<file path="config.mk">
export PLATFORM = sky130hd
export DESIGN_NAME = uart_rx_ovs
export DESIGN_NICKNAME = d
export VERILOG_FILES = /design/src/rtl/uart_rx_ovs.sv
export SDC_FILE = /design/constraint.sdc
export NUM_CORES = 1
export LEC_CHECK = 0
export ABC_AREA = 1
export CAP_MARGIN = 20
export CORE_AREA = 2 2 59 61
export DETAILED_ROUTE_END_ITERATION = 6
export DIE_AREA = 0 0 61 63
export PLACE_DENSITY = 0.76
export SLEW_MARGIN = 20
export SYNTH_ARGS = -nofsm -noshare
export SYNTH_HDL_FRONTEND = slang
export SYNTH_SLANG_ARGS = --single-unit
</file>
<file path="constraint.sdc">
create_clock -name clk -period 2.98 [get_ports clk]
set_clock_uncertainty 0.1 [all_clocks]
set_input_delay 0.894 -clock clk [delete_from_list [all_inputs] [get_ports clk]]
set_output_delay 0.894 -clock clk [all_outputs]
set_load 0.005 [all_outputs]
</file>
<file path="src/rtl/uart_rx_ovs.sv">
// Oversampling UART receiver: two-flop synchroniser, mid-bit sampling FSM and a
// held output word with valid/ready acceptance and overrun reporting.
module uart_rx_ovs #(
  parameter int CLKS_PER_BIT = 16,
  parameter int DATA_BITS    = 8,
  parameter int PARITY_EN    = 0,
  parameter int PARITY_ODD   = 0,
  parameter int STOP_BITS    = 1
) (
  input  logic                 clk,
  input  logic                 rst,
  input  logic                 rx_data,
  input  logic                 dout_ready,
  output logic [DATA_BITS-1:0] dout,
  output logic                 en,
  output logic                 frame_err,
  output logic                 parity_err,
  output logic                 overrun,
  output logic [2:0]           state_dbg
);

  localparam int TW = $clog2(CLKS_PER_BIT);
  localparam int BW = $clog2(DATA_BITS + 1);
  localparam logic [TW-1:0] T_MID  = TW'(CLKS_PER_BIT / 2 - 1);
  localparam logic [TW-1:0] T_LAST = TW'(CLKS_PER_BIT - 1);
  localparam logic [BW-1:0] B_LAST = BW'(DATA_BITS - 1);
  localparam logic PAR_ON    = (PARITY_EN != 0);
  localparam logic ODD       = (PARITY_ODD != 0);
  localparam logic STOP_LAST = (STOP_BITS == 2);

  typedef enum logic [2:0] {
    IDLE      = 3'd0,
    START     = 3'd1,
    DATA      = 3'd2,
    PARITY    = 3'd3,
    STOP      = 3'd4,
    WAIT_HIGH = 3'd5
  } state_t;

  state_t               state, state_next;
  logic                 rx_meta, rx_s;
  logic [TW-1:0]        timer;
  logic [BW-1:0]        bit_cnt;
  logic                 stop_cnt;
  logic [DATA_BITS-1:0] shreg;
  logic                 fe_acc, pe_acc;
  logic                 timer_clr, sample_data, sample_par, sample_stop;
  logic                 done, fe_done, pe_calc;

  assign state_dbg = state;
  assign fe_done   = fe_acc | ~rx_s;
  assign pe_calc   = (^shreg) ^ rx_s ^ ODD;

  always_ff @(posedge clk) begin
    if (rst) begin
      rx_meta <= 1'b1;
      rx_s    <= 1'b1;
      state   <= IDLE;
    end else begin
      rx_meta <= rx_data;
      rx_s    <= rx_meta;
      state   <= state_next;
    end
  end

  // Every sampling step clears the timer, so it never wraps inside a bit.
  always_comb begin
    state_next  = state;
    timer_clr   = 1'b0;
    sample_data = 1'b0;
    sample_par  = 1'b0;
    sample_stop = 1'b0;
    done        = 1'b0;
    case (state)
      IDLE: begin
        if (!rx_s) begin
          state_next = START;
          timer_clr  = 1'b1;
        end
      end
      START: begin
        if (timer == T_MID) begin
          timer_clr  = 1'b1;
          state_next = rx_s ? IDLE : DATA;
        end
      end
      DATA: begin
        if (timer == T_LAST) begin
          timer_clr   = 1'b1;
          sample_data = 1'b1;
          if (bit_cnt == B_LAST) state_next = PAR_ON ? PARITY : STOP;
        end
      end
      PARITY: begin
        if (timer == T_LAST) begin
          timer_clr  = 1'b1;
          sample_par = 1'b1;
          state_next = STOP;
        end
      end
      STOP: begin
        if (timer == T_LAST) begin
          timer_clr   = 1'b1;
          sample_stop = 1'b1;
          if (stop_cnt == STOP_LAST) begin
            done       = 1'b1;
            state_next = fe_done ? WAIT_HIGH : IDLE;
          end
        end
      end
      WAIT_HIGH: begin
        if (rx_s) state_next = IDLE;
      end
      default: state_next = IDLE;
    endcase
  end

  always_ff @(posedge clk) begin
    if (rst) begin
      timer    <= '0;
      bit_cnt  <= '0;
      stop_cnt <= 1'b0;
      shreg    <= '0;
      fe_acc   <= 1'b0;
      pe_acc   <= 1'b0;
    end else begin
      if (timer_clr) timer <= '0;
      else if (state != IDLE && state != WAIT_HIGH) timer <= timer + 1'b1;

      if (sample_data) begin
        bit_cnt <= bit_cnt + 1'b1;
        shreg   <= {rx_s, shreg[DATA_BITS-1:1]};
      end else if (state != DATA) begin
        bit_cnt <= '0;
      end

      if (sample_stop) stop_cnt <= ~stop_cnt;
      else if (state != STOP) stop_cnt <= 1'b0;

      if (state == START) begin
        fe_acc <= 1'b0;
        pe_acc <= 1'b0;
      end else begin
        if (sample_stop && !rx_s) fe_acc <= 1'b1;
        if (sample_par) pe_acc <= pe_calc;
      end
    end
  end

  // A completing frame loads only if the held word is empty or leaving this cycle.
  always_ff @(posedge clk) begin
    if (rst) begin
      dout       <= '0;
      en         <= 1'b0;
      frame_err  <= 1'b0;
      parity_err <= 1'b0;
      overrun    <= 1'b0;
    end else begin
      overrun <= 1'b0;
      if (done) begin
        if (!en || dout_ready) begin
          dout       <= shreg;
          frame_err  <= fe_done;
          parity_err <= pe_acc;
          en         <= 1'b1;
        end else begin
          overrun <= 1'b1;
        end
      end else if (en && dout_ready) begin
        en <= 1'b0;
      end
    end
  end

endmodule

</file>
==> results.toml <==
[worst_setup_path]
required_ns = 1.99
crit_end = "state_dbg[0]"
critPathMaxStageDelay_ns = 0.56
crit_family = "buffers and inverters"
reg2reg_depth = 8
rrSetupSlack_ns = 1.17
worstPathArrival_ns = 1.40
critical_path_buf_inv_count = 1
worstSetupPathType = "register to output port"
slowest_stage = "clkdlybuf4s50_1"
cp.depth = 1
worstPathCellList = "clkdlybuf4s50_1"
start_kind = "register"
critical_path.endpoint_type = "output port"
worstSetupStartpoint = "state_dbg[0]"
crit_fanout = 7
r2r-start = "timer[0]"
r2r-end = "dout[1]"

[synthesis]
yosysUniqueCellTypes = 29
async_flop_share_pct = 0
ys_warn_count = 0
ys.flop_type = "dfxtp_1"
netlist_area_sq_um = 1683
synth_seq_cells = 36
synthesis.nets = 241
synth_edf_count = 0
yosysSeqAreaShare_pct = 42.83
avgSynthCellArea_sq_um = 7.161
netlist_instances = 235

[grt]
grt_use_total_pct = 20.06
grt_max_degree = 17
grt_pass1_wl_mm = 5.844
gr-total-overflow = 0
grt_pass1_vias = 1379
antenna_found_initial = 0

[timing]
postLayoutSetupSlackWorst_ns = 0.5859
tightest_slew_ns = 0.4400
finalCriticalPeriod_ns = 2.394
drv_slew = 0
slew_headroom_pct = 70.60
fmax_mhz = 417.7
rsz0062_at_grt = "no"
period_share_pct = 80.34
setup_tns_ns = 0
setup_viol = 0
hold_viol_final = 0

[final_layout]
register_area_sq_um = 720.7
final_nets = 261
multi_input_area_sq_um = 817.0
antenna-diode-count = 0
layout.cells.non_filler = 302
syn2layout_area_growth_pct = 18.14
layout_commonest_cell = "nand2_1"
drive_above_1_share_pct = 10.55
final_cell_mix = "59 x nand2_1, 36 x dfxtp_1, 24 x inv_1, 24 x nand3_1, 23 x a21oi_1"
nFillCells = 294

[clock_tree]
postCtsHoldBufs = 0
root_buffer = "clkbuf_4"
cts_tree = "built"
cts_setup_buffers = 0
clkSinkCount = 36
htreeDepth = 2
cts_buffer_depth = 2
clk_pin_slew_ns = 0.11
numCtsBuffers = 5
post_cts_resized = 0
clk_latency_ns = 0.34

[routing]
num_vias = 1494
detail-route-antenna-nets = 0
vias_per_cell = 4.947
drt_drc_violations_left = 0
drt_iter0_markers = 82
wl_per_cell_um = 11.02
dr.pass1.iters = 4
drt-total-wl_mm = 3.328

[power_and_ir_drop]
irDropWorstVdd_mv = 0.3282
p_leak_nw = 0.7960
powerDensity_nw_per_um2 = 665.5
finalPower_w = 0.001323

[placement]
gp_congestion = 0.8300
place_ws_ns = 0.6491
dp.cells = 294
place_hpwl_mm = 2.382
numPortBuffers = 18

[floorplan]
pin_count = 19
core_area_sq_um = 3232
core.rowCount = 21
die-area_sq_um = 3843
initial_utilization_pct = 52.07
die_w_um = 61
die_h_um = 63

[status]
status = "completed"

[job]
maxCapViolCount = 0

[worst_hold_path]
min_path_type = "register to register"
-- Yosys cell counts (2+ instances only) --
cell type | n | share of area [%]
ha_1 | 2 | 1.5
inv_2 | 2 | 0.45
inv_4 | 2 | 0.74
or2_2 | 2 | 0.74
nand3_1 | 24 | 7.1
a21oi_1 | 23 | 6.8
o21ai_1 | 2 | 0.59
xnor2_1 | 3 | 1.6
o21ai_0 | 9 | 2.7
nand2_2 | 3 | 1.1
dfxtp_1 | 36 | 43
xor2_1 | 3 | 1.6
nand2_1 | 59 | 13
inv_1 | 24 | 5.4
nor3_1 | 3 | 0.89
clkbuf_1 | 3 | 0.67
nor2_2 | 3 | 1.1
nor2_1 | 21 | 4.7
-- sequential cells by signal, summed over array words and instances (netlist names) --
register,count
bit_cnt,4
dout,8
en,1
fe_acc,1
frame_err,1
overrun,1
parity_err,1
pe_acc,1
rx_meta,1
rx_s,1
shreg,8
state_dbg,3
stop_cnt,1
timer,4
-- cell families (layout without fill, tap and decap cells) --
| kind of cell | count (synthesis) | count (layout) | synth area share, % |
|---|---|---|---|
| compound gates | 36 | 36 | 11.15 |
| simple gates | 121 | 121 | 32.79 |
| flops | 36 | 36 | 42.83 |
| buf+inv | 34 | 55 | 8.625 |
| xor+xnor | 6 | 6 | 3.123 |
| fa+ha+maj | 2 | 2 | 1.487 |
-- power by group --
part	switching [W]	leakage, nW	internal (W)
clock network	0.000162	0.0515	0.000223
registers	0.0000455	0.291	0.000514
logic	0.000230	0.453	0.000149
total	0.000438	0.796	0.000886
-- layout make-up --
class                      count  share of cell area (%)
timing repair buffer          19                   9.440
inverter                      28                   5.538
clock buffer                   7                   3.272
sequential                    36                   36.25
tap                           46                   2.895
clock inverter                 1                   1.510
multi-input combinational    165                   41.09
-- layer usage --
metal	GRT usage, %	part of all wire [%]
met2	31.85	47
met4	6.522	2.0
met5	0	0
met1	24.90	47
met3	7.039	4.1
-- through the flow --
| step | util [%] | hold slack (ns) | area, sq um |
|---|---|---|---|
| 2_1_floorplan | - | 0.2895 | 1683 |
| 6_report | 61.52 | 0.3203 | 1988 |
| 3_3_place_gp | 58.58 | 0.2934 | 1893 |
| 4_1_cts | 61.52 | 0.3262 | 1988 |
| 5_1_grt | 61.52 | 0.3611 | 1988 |
| 3_5_place_dp | 58.58 | 0.3006 | 1893 |
-- worst min-delay path by stage --
stage | slack, ns | end | startpoint | cells past startpoint
global route | 0.36 | rx_s | rx_meta | 1
global placement | 0.29 | rx_s | rx_meta | 1
floorplan | 0.29 | rx_s | rx_meta | 1
detailed placement | 0.30 | rx_s | rx_meta | 1
CTS | 0.33 | rx_s | rx_meta | 1
finish | 0.32 | rx_s | rx_meta | 1
(Power assumes the default switching activity.)
==> RTL edit 1 (config.mk and constraints unchanged) <==
Set the parameter `DATA_BITS` to 4 (it was 8).
--- a/src/rtl/uart_rx_ovs.sv
+++ b/src/rtl/uart_rx_ovs.sv
@@ -2,7 +2,7 @@
 // held output word with valid/ready acceptance and overrun reporting.
 module uart_rx_ovs #(
   parameter int CLKS_PER_BIT = 16,
-  parameter int DATA_BITS    = 8,
+  parameter int DATA_BITS    = 4,
   parameter int PARITY_EN    = 0,
   parameter int PARITY_ODD   = 0,
   parameter int STOP_BITS    = 1
Ports: changed (resized dout); port bits go from 19 to 15. No check against the original RTL was run, so the function may have changed too.
==> RTL edit 1 against the original RTL <==
  * Synthesized area is 21% lower
  * Sequential cell count decreased by 9
  * Final area down 24%
  * Total power down 25%
  * Setup slack got worse by 0.11 ns
  * First-iteration DRC count decreased by 70%
  * Routed wire length shrank 35%
  * Die area did not move
  * Hold slack improved by 0.011 ns
  * Synthesized cell count fell by 26%
  * Global-route usage down 7.1 points
  * Fmax fell by 4.5%
  * Critical endpoint is now state_dbg[2]
==> RTL edit 1: results <==
# TYPE chip_impl_metric gauge
chip_impl_metric{name="register_area_share_after_synthesis",unit="%"} 40.6
chip_impl_metric{name="place.gp.congestion",unit=""} 0.885
chip_impl_metric{name="sequentialPowerShare",unit="%"} 46.4
chip_impl_metric{name="static_leak",unit="nW"} 0.599
chip_impl_metric{name="groute.layer.met3.usage",unit="%"} 2.48
chip_impl_metric{name="maximum_cell_stage_delay_along_the_critical_path",unit="ns"} 0.61
chip_impl_metric{name="wl_met2",unit="µm"} 986
chip_impl_metric{name="total_instance_count_after_detailed_placement",unit=""} 230
chip_impl_metric{name="drtIter0Drc",unit=""} 25
chip_impl_metric{name="io_buffer_count",unit=""} 14
chip_impl_info{name="post_synth_main_area_contributors",value="dfxtp_1 41%, nand2_1 8.7%, inv_1 6.2%"} 1
chip_impl_metric{name="peakVddDrop",unit="µV"} 306
chip_impl_metric{name="dp_hpwl",unit="µm"} 1700
chip_impl_metric{name="route.final.wire_length",unit="µm"} 2170
chip_impl_info{name="synth.top_cells.by_count",value="31 x nand2_1, 27 x dfxtp_1, 22 x inv_1"} 1
chip_impl_metric{name="routed-wl-met3",unit="µm"} 47
chip_impl_metric{name="post_synth_num_cell_types",unit=""} 27
chip_impl_metric{name="power.internal",unit="W"} 0.000596
chip_impl_metric{name="max_slew.worst_pin.slew",unit="ns"} 0.485
chip_impl_metric{name="grt_pass1_vias",unit=""} 980
chip_impl_metric{name="first_pass_grt_wire_length",unit="µm"} 3900
chip_impl_metric{name="crit_fanout",unit=""} 10
chip_impl_info{name="critPathTopFamily",value="flip-flops"} 1
chip_impl_metric{name="final_net_count",unit=""} 196
chip_impl_info{name="slowest_stage",value="dfxtp_1"} 1
chip_impl_metric{name="ctsHtreeMaxLevel",unit=""} 1
chip_impl_metric{name="num_vias",unit=""} 1081
chip_impl_metric{name="worst_setup_hold_path_clk_slew",unit="ns"} 0.15
chip_impl_metric{name="grtUsageMet2",unit="%"} 20.6
chip_impl_metric{name="grt_total_usage",unit="%"} 12.9
chip_impl_metric{name="power-per-cell-area",unit="mW/mm²"} 657
chip_impl_metric{name="met1_usage",unit="%"} 17.4
chip_impl_info{name="layout_top_registers",value="dout (4), shreg (4), timer (4)"} 1
chip_impl_metric{name="layout-drive-gt1-share",unit="%"} 12.2
chip_impl_metric{name="place_area",unit="mm²"} 0.00149
chip_impl_metric{name="pre_cts_ws",unit="ns"} 0.524
chip_impl_metric{name="clock_latency",unit="ns"} 0.32
chip_impl_metric{name="synth_fp_nets",unit=""} 181
chip_impl_info{name="outcome",value="completed"} 1
chip_impl_metric{name="tritoncts.num_buffers",unit=""} 3
chip_impl_metric{name="post_synth.cell_area_avg",unit="µm²"} 7.66
-- RTL edit 1: path summary, 6_finish.rpt --
kind / cells past startpoint / to / startpoint / slack [ns]
worst max-delay path: 1 / state_dbg[2] / state_dbg[2] / 0.47
worst min-delay path: 1 / rx_s / rx_meta / 0.33
worst max register to register: 6 / parity_err / timer[0] / 1.32
worst min register to register: 1 / rx_s / rx_meta / 0.33
-- RTL edit 1: area by class of cell --
class                   count  area (µm²)
repair buffers             14         140
multi-input cells         118         652
clock inverters             1        7.51
clock buffers               3        22.5
well taps                  46        57.6
fillers                   338        1720
inverters                  25        95.1
flip-flops and latches     27         541
-- RTL edit 1: cells by family after synthesis --
logic type / Yosys count / synth area share [%]
compound gates: 30 / 12.8
buf+inv: 29 / 10.5
simple gates: 79 / 29.4
xor+xnor: 6 / 3.94
flops: 27 / 40.6
fa+ha+maj: 3 / 2.82
==> RTL edit 2 (same settings) <==
Made on the original files. Make the reset (`rst`) asynchronous in 3 clocked blocks.
--- a/src/rtl/uart_rx_ovs.sv
+++ b/src/rtl/uart_rx_ovs.sv
@@ -51,7 +51,7 @@
   assign fe_done   = fe_acc | ~rx_s;
   assign pe_calc   = (^shreg) ^ rx_s ^ ODD;
 
-  always_ff @(posedge clk) begin
+  always_ff @(posedge clk or posedge rst) begin
     if (rst) begin
       rx_meta <= 1'b1;
       rx_s    <= 1'b1;
@@ -115,7 +115,7 @@
     endcase
   end
 
-  always_ff @(posedge clk) begin
+  always_ff @(posedge clk or posedge rst) begin
     if (rst) begin
       timer    <= '0;
       bit_cnt  <= '0;
@@ -148,7 +148,7 @@
   end
 
   // A completing frame loads only if the held word is empty or leaving this cycle.
-  always_ff @(posedge clk) begin
+  always_ff @(posedge clk or posedge rst) begin
     if (rst) begin
       dout       <= '0;
       en         <= 1'b0;
Formal check against the unedited RTL: differs if rst is asserted again (counterexample within 4 cycles, from zero or initial values and one cycle with rst high); with rst held inactive, the same outputs for 10 cycles.
==> RTL edit 2 against the original RTL <==
  * Synthesized area rose by 9.1%
  * Via count fell by 7.8%
  * Final area rose by 5.3%
  * Routed wire length down 9.5%
  * Sequential cell count unchanged
  * Critical path type unchanged
  * Non-clock buffer count unchanged
  * Die area stayed put
  * Setup slack improved by 0.011 ns
  * Total power fell by 17%
  * Highest routed layer unchanged
==> RTL edit 2: results <==
# TYPE chip_impl_metric gauge
chip_impl_info{name="outcome",value="completed"} 1
chip_impl_metric{name="place_area",unit="mm²"} 0.00205
chip_impl_metric{name="maximum_cell_stage_delay_along_the_critical_path",unit="ns"} 0.56
chip_impl_metric{name="place.gp.congestion",unit=""} 0.753
chip_impl_info{name="timing.rr.end",value="dout[5]"} 1
chip_impl_metric{name="worst_slew_margin_rel",unit="%"} 63.5
chip_impl_info{name="end_of_the_worst_hold_path",value="rx_s"} 1
chip_impl_metric{name="synth-async-reset-ratio",unit="%"} 100
chip_impl_info{name="regToRegStartpoint",value="timer[0]"} 1
chip_impl_metric{name="filler_cell_count",unit=""} 287
chip_impl_metric{name="grt_total_usage",unit="%"} 19.2
chip_impl_info{name="min_from",value="rx_meta"} 1
chip_impl_info{name="synth.top_cells.by_count",value="55 x nand2_1, 34 x dfrtp_1, 22 x inv_1"} 1
chip_impl_info{name="slowest_stage",value="clkdlybuf4s50_1"} 1
chip_impl_metric{name="static_leak",unit="nW"} 0.996
chip_impl_metric{name="register_area_share_after_synthesis",unit="%"} 49.2
chip_impl_metric{name="switchingPower",unit="W"} 0.000371
chip_impl_info{name="dominant_synthesized_flop_cell",value="dfrtp_1"} 1
chip_impl_metric{name="post_synth_num_cell_types",unit=""} 27
chip_impl_metric{name="dp_hpwl",unit="µm"} 2130
chip_impl_metric{name="worst-r2r-setup-slack",unit="ns"} 1.01
chip_impl_metric{name="synth_fp_nets",unit=""} 217
chip_impl_metric{name="wl_per_cell",unit="µm"} 10.8
chip_impl_metric{name="final_net_count",unit=""} 240
chip_impl_metric{name="drtIter0Drc",unit=""} 57
chip_impl_metric{name="layout-drive-gt1-share",unit="%"} 20.9
chip_impl_info{name="post_synth_main_area_contributors",value="dfrtp_1 46%, nand2_1 11%, o21ai_2 5.7%"} 1
chip_impl_metric{name="grt_start_max_net_pins",unit=""} 37
chip_impl_metric{name="num_vias",unit=""} 1378
chip_impl_metric{name="grt_pass1_vias",unit=""} 1306
chip_impl_metric{name="peakVddDrop",unit="µV"} 379
chip_impl_metric{name="first_pass_grt_wire_length",unit="µm"} 5510
chip_impl_metric{name="min_path_cells",unit=""} 0
## RTL edit 2: power by group through the flow
stage	logic [W]	clock network, W	registers (W)
after floorplan	0.000227	0	0.000570
after global placement	0.000298	0	0.000577
after detailed placement	0.000301	0	0.000576
after CTS	0.000302	0.000249	0.000567
after global routing	0.000346	0.000274	0.000573
final	0.000295	0.000239	0.000567
## RTL edit 2: worst max path at each step
stage	from	endpoint	slack [ns]
3_5_place_dp	dout_ready	dout[5]	0.70
3_3_place_gp	dout_ready	frame_err	0.73
6_report	state_dbg[2]	state_dbg[2]	0.60
2_1_floorplan	rst	bit_cnt[0]	1.19
4_1_cts	state_dbg[2]	state_dbg[2]	0.57
5_1_grt	state_dbg[2]	state_dbg[2]	0.52
## RTL edit 2: cells by family (layout without fill, tap and decap cells)
logic type	count (synthesis)	count (layout)	share of synthesized area, %
XOR/XNOR	3	3	1.43
AO/OA/AOI/OAI	34	34	12.1
adder cells (fa/ha/maj)	2	2	1.36
buffers and inverters	30	53	7.36
AND/OR/NAND/NOR	106	106	28.6
flip-flops	36	36	49.2
## RTL edit 2: cell type report
type,count,area share [%]
inverters,27,4.84
multi-input cells,145,38.1
well taps,46,2.75
clock inverters,1,0.239
flip-flops and latches,36,43.2
repair buffers,19,8.97
clock buffers,6,1.97
## RTL edit 2: metrics by stage
step                worst slack (ns)  hold slack, ns  instances  total power, W
floorplan                       1.19           0.245        211        0.000796
global placement               0.732           0.245        273        0.000874
detailed placement             0.696           0.249        273        0.000877
CTS                            0.571           0.264        280         0.00112
global route                   0.523           0.271        280         0.00119
finish                         0.597           0.262        280         0.00110
## RTL edit 2: metal layers
layer  track usage, %  vias to the layer above  part of all wire (%)
met1             25.1                      629                    50
met5                0                        -                     0
met4             7.34                        0                   1.8
li1                 -                      722                     -
met3             5.59                        6                   3.3
met2             29.6                       21                    45
